<file path="config.mk">
export PLATFORM = sky130hd
export DESIGN_NAME = trap_controller
export DESIGN_NICKNAME = d
export VERILOG_FILES = /design/src/rtl/trap_pkg.sv /design/src/rtl/trap_priority_enc.sv /design/src/rtl/trap_controller.sv
export SDC_FILE = /design/constraint.sdc
export NUM_CORES = 1
export LEC_CHECK = 0
export CAP_MARGIN = 20
export CORE_AREA = 3 3 291 293
export CTS_BUF_LIST = sky130_fd_sc_hd__clkbuf_16
export DETAILED_ROUTE_END_ITERATION = 12
export DIE_AREA = 0 0 294 296
export MAX_ROUTING_LAYER = met4
export SLEW_MARGIN = 10
export SYNTH_ARGS = -nofsm -noshare
export SYNTH_HDL_FRONTEND = slang
export SYNTH_SLANG_ARGS = --single-unit
</file>
<file path="constraint.sdc">
create_clock -name clk -period 4.5 [get_ports clk]
set_input_delay 1.125 -clock clk [delete_from_list [all_inputs] [get_ports clk]]
set_output_delay 1.125 -clock clk [all_outputs]
set_load 0.02 [all_outputs]
</file>
<file path="src/rtl/trap_pkg.sv">
// Shared encodings for the machine-mode trap controller: trap codes, mcause values,
// CSR addresses and the trap state machine states.
package trap_pkg;

    typedef enum logic [2:0] {
        TRAP_NONE = 3'b000,
        TRAP_MEM  = 3'b001,
        TRAP_EX   = 3'b010,
        TRAP_ID   = 3'b011
    } trap_type_e;

    localparam logic [3:0] MCAUSE_INSN_MISALIGN = 4'd0;
    localparam logic [3:0] MCAUSE_ILLEGAL_INSN  = 4'd2;
    localparam logic [3:0] MCAUSE_LOAD_FAULT    = 4'd5;
    localparam logic [3:0] MCAUSE_STORE_FAULT   = 4'd7;

    localparam logic [11:0] CSR_MTVEC  = 12'h305;
    localparam logic [11:0] CSR_MEPC   = 12'h341;
    localparam logic [11:0] CSR_MCAUSE = 12'h342;
    localparam logic [11:0] CSR_MTVAL  = 12'h343;

    typedef enum logic {
        IDLE    = 1'b0,
        HANDLER = 1'b1
    } trap_state_e;

endpackage

</file>
<file path="src/rtl/trap_priority_enc.sv">
// Oldest-stage-wins selection among MEM, EX and ID exception requests, producing the
// trap code together with the epc/cause/tval that the selected request would record.
module trap_priority_enc
    import trap_pkg::*;
#(
    parameter int XLEN = 64
) (
    input  logic            illegal_opcode_id,
    input  logic [XLEN-1:0] pc_id,
    input  logic            misalign_ex,
    input  logic [XLEN-1:0] pc_ex,
    input  logic [XLEN-1:0] target_ex,
    input  logic            mem_fault_mem,
    input  logic            mem_is_store,
    input  logic [XLEN-1:0] pc_mem,
    input  logic [XLEN-1:0] fault_addr_mem,
    output logic [2:0]      sel_type,
    output logic [XLEN-1:0] sel_epc,
    output logic [XLEN-1:0] sel_cause,
    output logic [XLEN-1:0] sel_tval
);

    always_comb begin
        sel_type  = TRAP_NONE;
        sel_epc   = '0;
        sel_cause = '0;
        sel_tval  = '0;
        if (mem_fault_mem) begin
            sel_type  = TRAP_MEM;
            sel_epc   = pc_mem;
            sel_cause = mem_is_store ? XLEN'(MCAUSE_STORE_FAULT) : XLEN'(MCAUSE_LOAD_FAULT);
            sel_tval  = fault_addr_mem;
        end else if (misalign_ex) begin
            sel_type  = TRAP_EX;
            sel_epc   = pc_ex;
            sel_cause = XLEN'(MCAUSE_INSN_MISALIGN);
            sel_tval  = target_ex;
        end else if (illegal_opcode_id) begin
            sel_type  = TRAP_ID;
            sel_epc   = pc_id;
            sel_cause = XLEN'(MCAUSE_ILLEGAL_INSN);
            sel_tval  = '0;
        end
    end

endmodule

</file>
<file path="src/rtl/trap_controller.sv">
// Machine-mode trap controller: selects the oldest exception, redirects to mtvec or mepc,
// and owns the trap CSRs, handler state, double-fault flag and trap counter.
module trap_controller
    import trap_pkg::*;
#(
    parameter int              XLEN        = 64,
    parameter logic [XLEN-1:0] MTVEC_RESET = 64'h0000_0000_0000_0100
) (
    input  logic            clk,
    input  logic            rst,
    input  logic            illegal_opcode_id,
    input  logic [XLEN-1:0] pc_id,
    input  logic            misalign_ex,
    input  logic [XLEN-1:0] pc_ex,
    input  logic [XLEN-1:0] target_ex,
    input  logic            mem_fault_mem,
    input  logic            mem_is_store,
    input  logic [XLEN-1:0] pc_mem,
    input  logic [XLEN-1:0] fault_addr_mem,
    input  logic            exception_ret,
    input  logic            csr_we,
    input  logic [11:0]     csr_addr,
    input  logic [XLEN-1:0] csr_wdata,
    output logic [2:0]      trap_type,
    output logic [XLEN-1:0] trap_pc,
    output logic [XLEN-1:0] mepc,
    output logic [XLEN-1:0] mcause,
    output logic [XLEN-1:0] mtval,
    output logic [XLEN-1:0] mtvec,
    output logic            in_trap,
    output logic            double_fault,
    output logic [31:0]     trap_count
);

    trap_state_e     state;
    logic [2:0]      enc_type;
    logic [XLEN-1:0] enc_epc;
    logic [XLEN-1:0] enc_cause;
    logic [XLEN-1:0] enc_tval;
    logic            req_any;
    logic            honoured;
    logic            masked;
    logic            mret_ok;

    trap_priority_enc #(.XLEN(XLEN)) u_prio (
        .illegal_opcode_id (illegal_opcode_id),
        .pc_id             (pc_id),
        .misalign_ex       (misalign_ex),
        .pc_ex             (pc_ex),
        .target_ex         (target_ex),
        .mem_fault_mem     (mem_fault_mem),
        .mem_is_store      (mem_is_store),
        .pc_mem            (pc_mem),
        .fault_addr_mem    (fault_addr_mem),
        .sel_type          (enc_type),
        .sel_epc           (enc_epc),
        .sel_cause         (enc_cause),
        .sel_tval          (enc_tval)
    );

    assign req_any  = (enc_type != TRAP_NONE);
    assign honoured = !rst && req_any && (state == IDLE);
    assign masked   = !rst && req_any && (state == HANDLER);
    // An honoured trap flushes the mret instruction, so the trap takes the redirect.
    assign mret_ok  = !rst && exception_ret && !honoured;

    always_comb begin
        trap_type = TRAP_NONE;
        trap_pc   = '0;
        if (honoured) begin
            trap_type = enc_type;
            trap_pc   = {mtvec[XLEN-1:2], 2'b00};
        end else if (mret_ok) begin
            trap_pc = mepc;
        end
    end

    always_ff @(posedge clk) begin
        if (rst) begin
            state        <= IDLE;
            in_trap      <= 1'b0;
            double_fault <= 1'b0;
            mepc         <= '0;
            mcause       <= '0;
            mtval        <= '0;
            mtvec        <= MTVEC_RESET;
            trap_count   <= '0;
        end else begin
            if (csr_we) begin
                case (csr_addr)
                    CSR_MTVEC:  mtvec  <= csr_wdata;
                    CSR_MEPC:   mepc   <= {csr_wdata[XLEN-1:2], 2'b00};
                    CSR_MCAUSE: mcause <= csr_wdata;
                    CSR_MTVAL:  mtval  <= csr_wdata;
                    default:    ;
                endcase
            end
            // Trap capture comes after the CSR write so it takes precedence.
            if (honoured) begin
                state   <= HANDLER;
                in_trap <= 1'b1;
                mepc    <= enc_epc;
                mcause  <= enc_cause;
                mtval   <= enc_tval;
                if (trap_count != 32'hFFFF_FFFF)
                    trap_count <= trap_count + 32'd1;
            end else if (mret_ok) begin
                state   <= IDLE;
                in_trap <= 1'b0;
            end
            if (masked)
                double_fault <= 1'b1;
        end
    end

endmodule
</file>
### After elaboration in Yosys (flattened, before gate mapping)

Cells that the tools add are included.

| storage, ports and cells | value |
|---|---|
| bits in latches | 0 |
| memories kept | 0 |
| bits in read-only memories | 0 |
| bits in registers | 290 |
| bits in writable memories | 0 |
| output and inout bits | 357 |

| operators by class | value |
|---|---|
| multipliers | 0 |
| bitwise gates (word level) | 1 |
| reductions and logical operators | 18 |
| order comparisons | 0 |
| eq/ne operators | 5 |
| divide/modulo/power cells | 0 |
| add/subtract/negate cells | 1 |
| shift-type cells | 0 |
| multiplexer cells | 26 |

Operator list:

| operator | number |
|---|---|
| $mux W64 | 18 |
| $eq A12 B10 Y1 const B | 4 |
| $add A32 B1 Y32 const B | 1 |
| $ne A32 B32 Y1 const B | 1 |
| $reduce_and A2 Y1 | 5 |
| $reduce_bool A2 Y1 | 5 |
| $mux W3 | 3 |
| $mux W2 | 3 |
| $logic_and A1 B1 Y1 | 5 |
| $reduce_bool A3 Y1 | 1 |
| $logic_not A1 Y1 | 2 |
| $mux W1 | 2 |
| $not A1 Y1 | 1 |

### Depth between registers and ports, before layout

Gate-level depths: netlist of the first run.

| logic depth | value |
|---|---|
| depth in word-level cells | 10 |
| depth in mapped cells | 8 |
| depth with buffers taken out | 6 |

### By module

A second synthesis of the first run with hierarchy kept.

| second synthesis, totals | value |
|---|---|
| cell total of the unflattened synthesis | 1,872 |
| area, all modules | 16,605.9 µm² |

Modules (own cells, without submodules):

| module | seq. area each (µm²) | area an instance (µm²) | cells each | times used |
|---|---|---|---|---|
| trap_controller | 5,805.6 | 13,690.6 | 1,430 | 1 |
| trap_priority_enc | 0.0 | 2,915.3 | 442 | 1 |

### Worst setup path before layout of the first run

OpenSTA, ideal clock, no wires.

| timing path | value |
|---|---|
| path type | input port to output port |
| start | in mem_fault_mem |
| end | out trap_pc[23] |
| cell stages on the path | 6 |
| setup slack | 0.816 ns |
| required time | 3.375 ns |
| data arrival time | 2.559 ns |
| buffers on the path | 3 |
| cell sequence | buf_2 > nor3_1 > nor3_1 > clkbuf_1 > buf_1 > a22o_1 |

| on the way | value |
|---|---|
| word-level cells in the longest chain between the ends | 8 |

RTL lines:

| element | line | text |
|---|---|---|
| from (decl) | trap_controller.sv:16 | `input logic mem_fault_mem,` |
| $mux W3 * | trap_priority_enc.sv:28 | `if (mem_fault_mem) begin` |
| $reduce_bool A3 Y1 * | trap_controller.sv:61 | `assign req_any = (enc_type != TRAP_NONE);` |
| $logic_and A1 B1 Y1 * (2 in series) | trap_controller.sv:62 | `assign honoured = !rst && req_any && (state == IDLE);` |
| $logic_not A1 Y1 | trap_controller.sv:65 | `assign mret_ok = !rst && exception_ret && !honoured;` |
| $logic_and A1 B1 Y1 | trap_controller.sv:65 |  |
| $mux W64 | trap_controller.sv:73 | `end else if (mret_ok) begin` |
| $mux W64 * | trap_controller.sv:70 | `if (honoured) begin` |
| to (decl) | trap_controller.sv:25 | `output logic [XLEN-1:0] trap_pc,` |

Every way passes the cells marked *; elsewhere a longest branch is shown, timed or not.

### Worst setup path after layout of the first run

| timing path | value |
|---|---|
| start | in illegal_opcode_id |
| end | out trap_pc[17] |

| on the way | value |
|---|---|
| word-level cells in the longest chain between the ends | 10 |

RTL lines:

| element | line | text |
|---|---|---|
| from (decl) | trap_controller.sv:11 | `input logic illegal_opcode_id,` |
| $mux W2 * | trap_priority_enc.sv:38 | `end else if (illegal_opcode_id) begin` |
| $mux W3 * | trap_priority_enc.sv:33 | `end else if (misalign_ex) begin` |
| $mux W3 * | trap_priority_enc.sv:28 |  |
| $reduce_bool A3 Y1 * | trap_controller.sv:61 |  |
| $logic_and A1 B1 Y1 * (2 in series) | trap_controller.sv:62 |  |
| $logic_not A1 Y1 | trap_controller.sv:65 |  |
| $logic_and A1 B1 Y1 | trap_controller.sv:65 |  |
| $mux W64 | trap_controller.sv:73 |  |
| $mux W64 * | trap_controller.sv:70 |  |

Marks and branches as above.

==> results list, run 1 <==
- The share of the Yosys chip area taken by registers is 0.4340.
- Fin Clk Skew: 0.02631 ns
- Clock latency on the worst-skew pair, taken at its later pin, is 0.56 ns.
- Most numerous cell on the critical path: sky130_fd_sc_hd__clkdlybuf4s50_1
- The first global-routing pass estimated 116.5 mm of wire.
- Largest net degree at the start of global routing: 84
- The worst setup path is captured at an output port.
- Final nets: 2,647
- The H-tree generated during clock tree synthesis spans 2 levels.
- Highest-delay cell along the critical path: sky130_fd_sc_hd__clkdlybuf4s50_1
- For this run, design rule violations remaining after detail routing come to 0.
- Share of final-layout standard cells stronger than drive strength 1: 0.06608
- Floorplan die height: 296 um
* Clock tree from TritonCTS: yes
- Min Clock Period, post-route: 4.376 ns
- The initial utilization of the core area, before any placement, comes to 0.1629.
- Weighted congestion reported at the end of routability-driven placement: 0.8829
- Number of setup violations in the final report: 0
- Fill cell instance count of the final layout: 8,702
* Floorplan die area: 87,020 um^2
- Via Count: 15,547
- Number of instances in the synthesized netlist: 1,551
* I/O pin total: 761
* Result of the run: complete, no violations
- Largest stage delay on the critical path: 0.60 ns
* Placed cell area: 22,450 um^2
- Clk sinks: 290
- Highest net fanout along the worst path: 18
- Start-to-end type of the worst setup path: in -> out
- Number of global-route vias before repair: 15,141
- Clock-pin slew reported for the worst setup and hold paths after clock tree synthesis: 0.05 ns
- For this block, the initial DRC count from the detailed router was 836.
* Number of iterations in the first detailed-routing pass: 5
- Number of buffers added on ports: 759
* Total grt overflow: 0
- In the global route stage, overall resource usage came out at 0.1913.
- Measured slew at the worst slew-check pin: 1.055 ns
- Post-synthesis instance area: 13,380 um^2
- The count of cells in the finished layout, fillers not included, comes to 3,349.
- Avg Cell Area, Syn: 8.625 um^2
- Most frequently used flop master after synthesis: sky130_fd_sc_hd__dfxtp_1
* Final HPWL DP: 65.32 mm
- Number of instances in the placed design: 3,273
* CTS Root Cell: sky130_fd_sc_hd__clkbuf_16
- Area growth from synthesis to final layout: 77.04%
* Placement row count: 105
- Across the run, the number of max-cap violations was 0.
- Post-cts gate resize count: 0
- After detailed routing, the average wire length per cell comes to 25.76 um.
- CTS Hold Bufs: 0
- Adding up every negative setup slack in the final design gives 0 ns.
- The final-report max-slew violation count came to 0.
- The worst path meets setup with 0.1237 ns of slack.
* Power consumption: 7.149 mW
- Endpoints failing hold: 0
- Summing all non-filler instances in the final layout gives an area of 23,680 um^2.
- Number of flip-flops and latches in the synthesized netlist: 290
- Via/cell ratio: 4.642
* Sequence of cells on the critical path: clkdlybuf4s50_1, nor3_1, o211a_4, buf_4, a22o_1, clkdlybuf4s50_1
* Setup repair bufs after CTS: 0
- Syn_nets: 1,956
- The core region is 82,110 um^2.
- Counting distinct cell types in the post-synthesis netlist gives 61.
* Leakage power: 7.610 nW
* Startpoint kind of the worst setup timing path: input pin
- Number of CTS-inserted buffers: 37
- Counting flops with a built-in enable in the synthesized netlist gives 0.
* Final cycle utilization of the critical path: 0.9725
- Top achievable clock speed: 228.5 MHz
* Worst hold path type: reg -> reg
* Synthesis warning total: 0
- In this run the remaining antenna-violating nets after routing total 0.
- In this run the horizontal extent of the chip is 294 um.
- Power Dens Cells: 301.9 nW/um^2
* Initial antenna violation count: 10
- Clock Tree Buf Depth: 3
- Worst vdd ir: 0.1801 mV
* RSZ-0062 raised after global routing: false
* Arrival time of the worst setup path: 3.25 ns
- Final WL: 86.27 mm
* Worst slew slack as a fraction of its limit: 0.2965
- In the synthesized netlist the async set-or-reset flop fraction comes to 0.
* Data required time at the worst endpoint: 3.38 ns
- Before CTS, the worst setup slack after placement is 0.08332 ns.
## power breakdown
group | switching (mW) | leakage (nW) | internal (mW)
Combinational | 0.655 | 4.63 | 0.669
Clock | 1.25 | 0.625 | 1.80
Sequential | 0.115 | 2.36 | 2.67
Total | 2.02 | 7.61 | 5.13
## metrics by stage
stage                       util  hold slack [ns]
after detailed placement  0.2734           0.4433
after CTS                 0.2882           0.4507
final                     0.2884           0.4488
after floorplan                -           0.5302
after global placement    0.2734           0.4370
after global routing      0.2884           0.4661
## per-layer routing
metal | vias to the layer above | global-route usage | part of all wire
met1 | 7587 | 0.2297 | 0.42
met2 | 705 | 0.3253 | 0.49
li1 | 7150 | - | -
met3 | 105 | 0.04216 | 0.066
met5 | - | - | 0
met4 | 0 | 0.04747 | 0.025
## path summary, 6_finish.rpt
path,start,end,slack [ns],cells after the start
setup / recovery,illegal_opcode_id,trap_pc[17],0.12,6
hold reg to reg,mcause[54],mcause[54],0.45,2
hold / removal,mcause[54],mcause[54],0.45,2
setup reg to reg,trap_count[0],trap_count[13],1.98,6
## cell usage in the layout, fill, tap and decap left out, types with 35 or more instances in the layout
master,count
sky130_fd_sc_hd__nor2_1,46
sky130_fd_sc_hd__nand2_1,300
sky130_fd_sc_hd__a22oi_1,122
sky130_fd_sc_hd__a22o_1,62
sky130_fd_sc_hd__clkbuf_16,39
sky130_fd_sc_hd__o22ai_1,80
sky130_fd_sc_hd__buf_12,35
sky130_fd_sc_hd__dfxtp_1,289
sky130_fd_sc_hd__a21oi_1,168
sky130_fd_sc_hd__clkdlybuf4s50_1,733
sky130_fd_sc_hd__mux2i_1,123
## registers in the layout, indices dropped and copies added (netlist names)
signal and count:
double_fault 1, mcause 64, mepc 64, mtval 64, mtvec 64, state 1
trap_count 32
## cell type report
cell class,instances,area (um^2),area share
repair buffers,800,8279,0.3496
multi-input cells,1104,6993,0.2953
flip-flops and latches,290,5807,0.2452
well taps,1070,1339,0.05653
clock buffers,39,975.9,0.04121
clock inverters,28,234.0,0.009879
inverters,9,33.78,0.001426
diodes,9,22.52,0.0009509
## critical path, delay by kind of cell
kind	cells	cell delay [ns]
compound gates	2	0.46
simple gates	1	0.34
buf+inv	3	1.30
## cells by family after synthesis
group | after synthesis | synth area share
other | 1 | 0.0002803
flip-flops | 290 | 0.4340
AND/OR/NAND/NOR | 437 | 0.1453
multiplexers | 130 | 0.09820
XOR/XNOR | 3 | 0.001964
AO/OA/AOI/OAI | 532 | 0.2693
buffers and inverters | 157 | 0.05013
adder cells (fa/ha/maj) | 1 | 0.0009351
## Yosys cell counts (7+ instances only)
cell | count | share of area
sky130_fd_sc_hd__nand2_1 | 302 | 0.085
sky130_fd_sc_hd__buf_1 | 9 | 0.0025
sky130_fd_sc_hd__or3_1 | 16 | 0.0075
sky130_fd_sc_hd__dfxtp_1 | 290 | 0.43
sky130_fd_sc_hd__a22oi_1 | 122 | 0.068
sky130_fd_sc_hd__o221ai_1 | 28 | 0.018
sky130_fd_sc_hd__buf_2 | 23 | 0.0086
sky130_fd_sc_hd__nor2_1 | 46 | 0.013
sky130_fd_sc_hd__o21ai_1 | 10 | 0.0037
sky130_fd_sc_hd__a211oi_1 | 25 | 0.014
sky130_fd_sc_hd__nor3_1 | 7 | 0.0026
sky130_fd_sc_hd__clkbuf_1 | 107 | 0.030
sky130_fd_sc_hd__a22o_1 | 62 | 0.041
sky130_fd_sc_hd__o22ai_1 | 80 | 0.037
sky130_fd_sc_hd__or4_1 | 8 | 0.0045
sky130_fd_sc_hd__nand4_1 | 13 | 0.0061
sky130_fd_sc_hd__nand3_1 | 10 | 0.0037
sky130_fd_sc_hd__mux2i_1 | 123 | 0.092
sky130_fd_sc_hd__a21oi_1 | 168 | 0.063
sky130_fd_sc_hd__inv_1 | 9 | 0.0025
No activity file was read; power rests on OpenSTA's default activity.
==> inputs of run 2 (changes only) <==
--- a/config.mk
+++ b/config.mk
@@ -11,6 +11,7 @@
 export DETAILED_ROUTE_END_ITERATION = 12
 export DIE_AREA = 0 0 294 296
 export MAX_ROUTING_LAYER = met4
+export SKIP_LAST_GASP = 1
 export SLEW_MARGIN = 10
 export SYNTH_ARGS = -nofsm -noshare
 export SYNTH_HDL_FRONTEND = slang
==> results of run 2 <==
Same layout as run 1: the final DEF is identical, and so are final timing and power.
==> inputs of run 3 (changes only) <==
--- a/config.mk
+++ b/config.mk
@@ -5,14 +5,16 @@
 export SDC_FILE = /design/constraint.sdc
 export NUM_CORES = 1
 export LEC_CHECK = 0
+export ABC_AREA = 1
 export CAP_MARGIN = 20
-export CORE_AREA = 3 3 291 293
+export CORE_AREA = 3 3 297 299
 export CTS_BUF_LIST = sky130_fd_sc_hd__clkbuf_16
 export DETAILED_ROUTE_END_ITERATION = 12
-export DIE_AREA = 0 0 294 296
+export DIE_AREA = 0 0 300 302
 export MAX_ROUTING_LAYER = met4
 export SKIP_LAST_GASP = 1
 export SLEW_MARGIN = 10
 export SYNTH_ARGS = -nofsm -noshare
 export SYNTH_HDL_FRONTEND = slang
+export SYNTH_HIERARCHICAL = 1
 export SYNTH_SLANG_ARGS = --single-unit
==> run 3 against run 2 <==
Net effect: cell area rose by 13%; sequential share of layout area down 2.8 points; largest power group unchanged; flip-flop and latch count is the same; critical endpoint is now trap_pc[8]; critical path depth increased by 4; synthesized area increased by 28%; worst setup slack got worse by 0.064 ns; first-iteration DRC count is 86% higher; largest cell class is now multi-input combinational cells; register-to-register slack lost 0.13 ns; die area increased by 4.1%; combinational power grew 48%.
==> results list, run 3 <==
- Result of the run: complete, no violations
* Wire length of the first global-routing pass: 133.5 mm (+15%)
* Synthesis warning total: 6 (+6)
- The first-pass iteration count of the detailed router came to 5 (unchanged).
* Post-cts gate resize count: 2 (+2)
- Number of instances in the synthesized netlist: 2,872 (+85%)
* RSZ-0062 raised after global routing: true
- The latest clock arrival within the worst-skew pair came to 0.56 ns (about the same).
* Placed cell area: 25,510 um^2 (+14%)
- The count of buffer and inverter cells on the critical path came to 4 (+1).
- Hold_sp: mtval[6]
- The number of top-level design ports was 761 (unchanged).
- The fraction of post-synthesis cell area in the top cell type by area is 0.3384 (-0.09553).
* Fill cell instance count of the final layout: 9,602 (+10%)
* Sequence of cells on the critical path: clkdlybuf4s50_1, nor2_1, nor2_1, nor2_2, buf_4, a21oi_4, buf_4, nand2_1, o21ai_0, clkdlybuf4s50_1
* Clock tree from TritonCTS: yes
* Startpoint of the worst-slack reg-to-reg timing path: state
- Number of instances in the placed design: 4,615 (+41%)
- Cell class contributing the biggest share of worst-path delay: buffers and inverters
* Number of flip-flops and latches in the synthesized netlist: 290 (unchanged)
* Highest net fanout along the worst path: 18 (unchanged)
- Number of setup violations in the final report: 0 (unchanged)
- For this run, the leading register cell type out of synthesis is sky130_fd_sc_hd__dfxtp_1.
- The wire length per cell came to 20.10 um (-22%).
- The worst setup path is launched from an input pin.
* Total routing usage reported by global routing: 0.2029 (+0.01158)
- Final WL: 94.35 mm (+9.4%)
* Initial antenna violation count: 14 (+4)
- The maximum count of clock buffers along a single path was 3 (unchanged).
- The effective utilization at floorplan was 0.2008 (+0.03791).
* Number of max-slew violations in the final report: 0 (unchanged)
- Worst vdd ir: 0.1669 mV (-7.3%)
* Flop2flop setup slack: 1.85 ns (-0.13 ns)
- The number of design rule violations left after detail routing is 0 (unchanged).
* Measured slew at the worst slew-check pin: 1.038 ns (-0.01771 ns)
* Largest family of logic cells by synthesized area: simple AND/OR/NAND/NOR gates
- Ranked by instance count, the synthesized netlist is headed by sky130_fd_sc_hd__nand2_1, sky130_fd_sc_hd__nand3_1, sky130_fd_sc_hd__dfxtp_1.
- Crit path launch: illegal_opcode_id
- The area fraction in and, or, nand and nor cells after synthesis came to 0.4271 (+0.2818).
* Power Dens Cells: 287.6 nW/um^2 (-4.7%)
- Power consumption: 7.685 mW (+7.5%)
- Cell variety after synth: 30 (-51%)
- The area of the multi-input gates is 9450 um^2 (+35%).
- The post-synthesis compound-gate area fraction was 0.1022 (-0.1671).
* Start-to-end type of the worst setup path: in -> out
* Worst hold path type: reg -> reg
- The post-synthesis area per instance came to 5.973 um^2 (-31%).
- The setup clock skew after layout is 0.01850 ns (-0.007806 ns).
* Most instantiated library cell after synthesis: sky130_fd_sc_hd__nand2_1
- Nature of the critical path endpoint: output port
- Sequential Area: 5806 um^2 (about the same)
- The number of hold-slack violations in the final timing report was 0 (unchanged).
* Clk sinks: 290 (unchanged)
- The relative max-transition margin came to 0.3083 (+0.01181).
- First DRT Iteration DRCs: 1,552 (+86%)
- Fraction of synthesis flops using an asynchronous set or reset pin: 0 (unchanged)
* Most frequent cells in the layout: sky130_fd_sc_hd__nand2_1, sky130_fd_sc_hd__clkdlybuf4s50_1, sky130_fd_sc_hd__nand3_1
- The via total after detailed routing was 21,012 (+35%).
* Largest net degree at the start of global routing: 164 (+95%)
- The arrival time of data at the critical path endpoint came to 3.32 ns (+0.07 ns).
* Sequential fraction of the synthesis area: 0.3384 (-0.09553)
- The biggest area contributor in the post-synthesis netlist is sky130_fd_sc_hd__dfxtp_1.
- The number of global-route vias before repair came to 20,040 (+32%).
- Post-synthesis instance area: 17,150 um^2 (+28%)
- The final instance count without filler cells was 4,693 (+40%).
- The final critical-path required period came to 4.440 ns (+0.06382 ns).
* Via/cell ratio: 4.477 (-3.6%)
* Setup repair bufs after CTS: 0 (unchanged)
- The xor/xnor share of the synthesized area was 0.001532 (-0.0004324).
- Placement row count: 107 (+1.9%)
* Top achievable clock speed: 225.2 MHz (-1.4%)
- Post-Synth Adder-Cell Area: 0.0007294 (-0.0002059)
* Most frequent standard cell in the layout excluding fill and tap cells: sky130_fd_sc_hd__nand2_1
- Core area: 85,410 um^2 (+4.0%)
* Finished layout cell area: 26,720 um^2 (+13%)
- Yosys attributes the largest share of cell area to sky130_fd_sc_hd__dfxtp_1, sky130_fd_sc_hd__nand2_1, sky130_fd_sc_hd__nand3_1.
- The count of buffers from port buffering came to 759 (unchanged).
- Floorplan die height: 302 um (+2.0%)
* Number of CTS-inserted buffers: 38 (+2.7%)
- CTS Hold Bufs: 0 (unchanged)
- Area growth from synthesis to final layout: 55.78%
- Final HPWL DP: 69.97 mm (+7.1%)
- The leakage power figure was 10.90 nW (+43%).
* Floorplan die area: 90,600 um^2 (+4.1%)
* Total grt overflow: 0 (unchanged)
- Number of enable flip-flop cells after synthesis: 0 (unchanged)
- DIE WIDTH: 300 um (+2.0%)
* Data required time at the worst endpoint: 3.38 ns (about the same)
- The routability congestion estimate came to 0.8827 (about the same).
- Share of final-layout standard cells stronger than drive strength 1: 0.04098 (-0.02510)
- The number of nets in the layout was 3,916 (+48%).
- Residual antenna-violating net count after detailed routing: 0 (unchanged)
- The clock transition at the registers of the reported paths was 0.05 ns (about the same).
* Largest stage delay on the critical path: 0.64 ns (+0.04 ns)
- Highest-delay cell along the critical path: sky130_fd_sc_hd__clkdlybuf4s50_1
- Count of H-tree levels built during CTS: 2 (unchanged)
* Multiplexer share of the synthesized area: 0 (-0.09820)
- Final cycle utilization of the critical path: 0.9867 (+0.01418)
- CTS Root Cell: sky130_fd_sc_hd__clkbuf_16
- MaxCap Viol Count: 0 (unchanged)
==> run 3: power by group <==
| group | internal (mW) | switching, mW | total [mW] |
|---|---|---|---|
| combinational | 0.835 | 1.12 | 1.96 |
| clock | 1.65 | 1.29 | 2.94 |
| sequential | 2.70 | 0.0899 | 2.79 |
==> run 3: final cells by class <==
cell class	instances	share of cell area
Sequential cell	290	0.2172
Timing Repair Buffer	813	0.3081
Multi-Input combinational cell	2206	0.3536
Clock inverter	29	0.007725
Antenna cell	11	0.001030
Tap cell	1144	0.05356
Inverter	162	0.02308
Clock buffer	38	0.03558
==> run 3: through the flow <==
stage          hold slack (ns)    util  setup TNS [ns]  setup slack (ns)
2_1_floorplan           0.5590       -               0            0.4610
4_1_cts                 0.4818  0.3123               0          0.006805
3_3_place_gp            0.4695  0.2986       -0.009733         -0.009733
6_report                0.4809  0.3129               0           0.05987
3_5_place_dp            0.4737  0.2986         -0.1223          -0.04443
5_1_grt                 0.4988  0.3128          -1.699           -0.1045
==> run 3: worst register-to-register path: cells and delay by family (launching register included) <==
family	cells	cell delay, ns
DFF	1	0.33
AOI/OAI and AO/OA	1	0.20
and+or+nand+nor	6	0.88
buffers and inverters	4	1.12
==> run 3: final timing paths <==
check	end	cells after the start
min reg2reg	mtval[6]	2
min	mtval[6]	2
max reg2reg	trap_count[27]	11
max	trap_pc[8]	10
==> run 3: kinds of logic (layout without fill, tap and decap cells) <==
group	Yosys count	after routing
and+or+nand+nor	1791	1791
DFF	290	290
buffers and inverters	437	1042
AOI/OAI and AO/OA	349	349
xor gates and xnor gates	3	3
adders and majority gates	1	1
other	1	73
==> run 3: routing by layer <==
layer  share of wire  up-vias  wire [um]  track usage
met5               0        -          0            -
met1            0.41     9730      38790       0.2388
met4           0.037        0       3531      0.07794
li1                -    10303          -            -
met3           0.078      139       7381      0.05239
met2            0.47      840      44650       0.3319
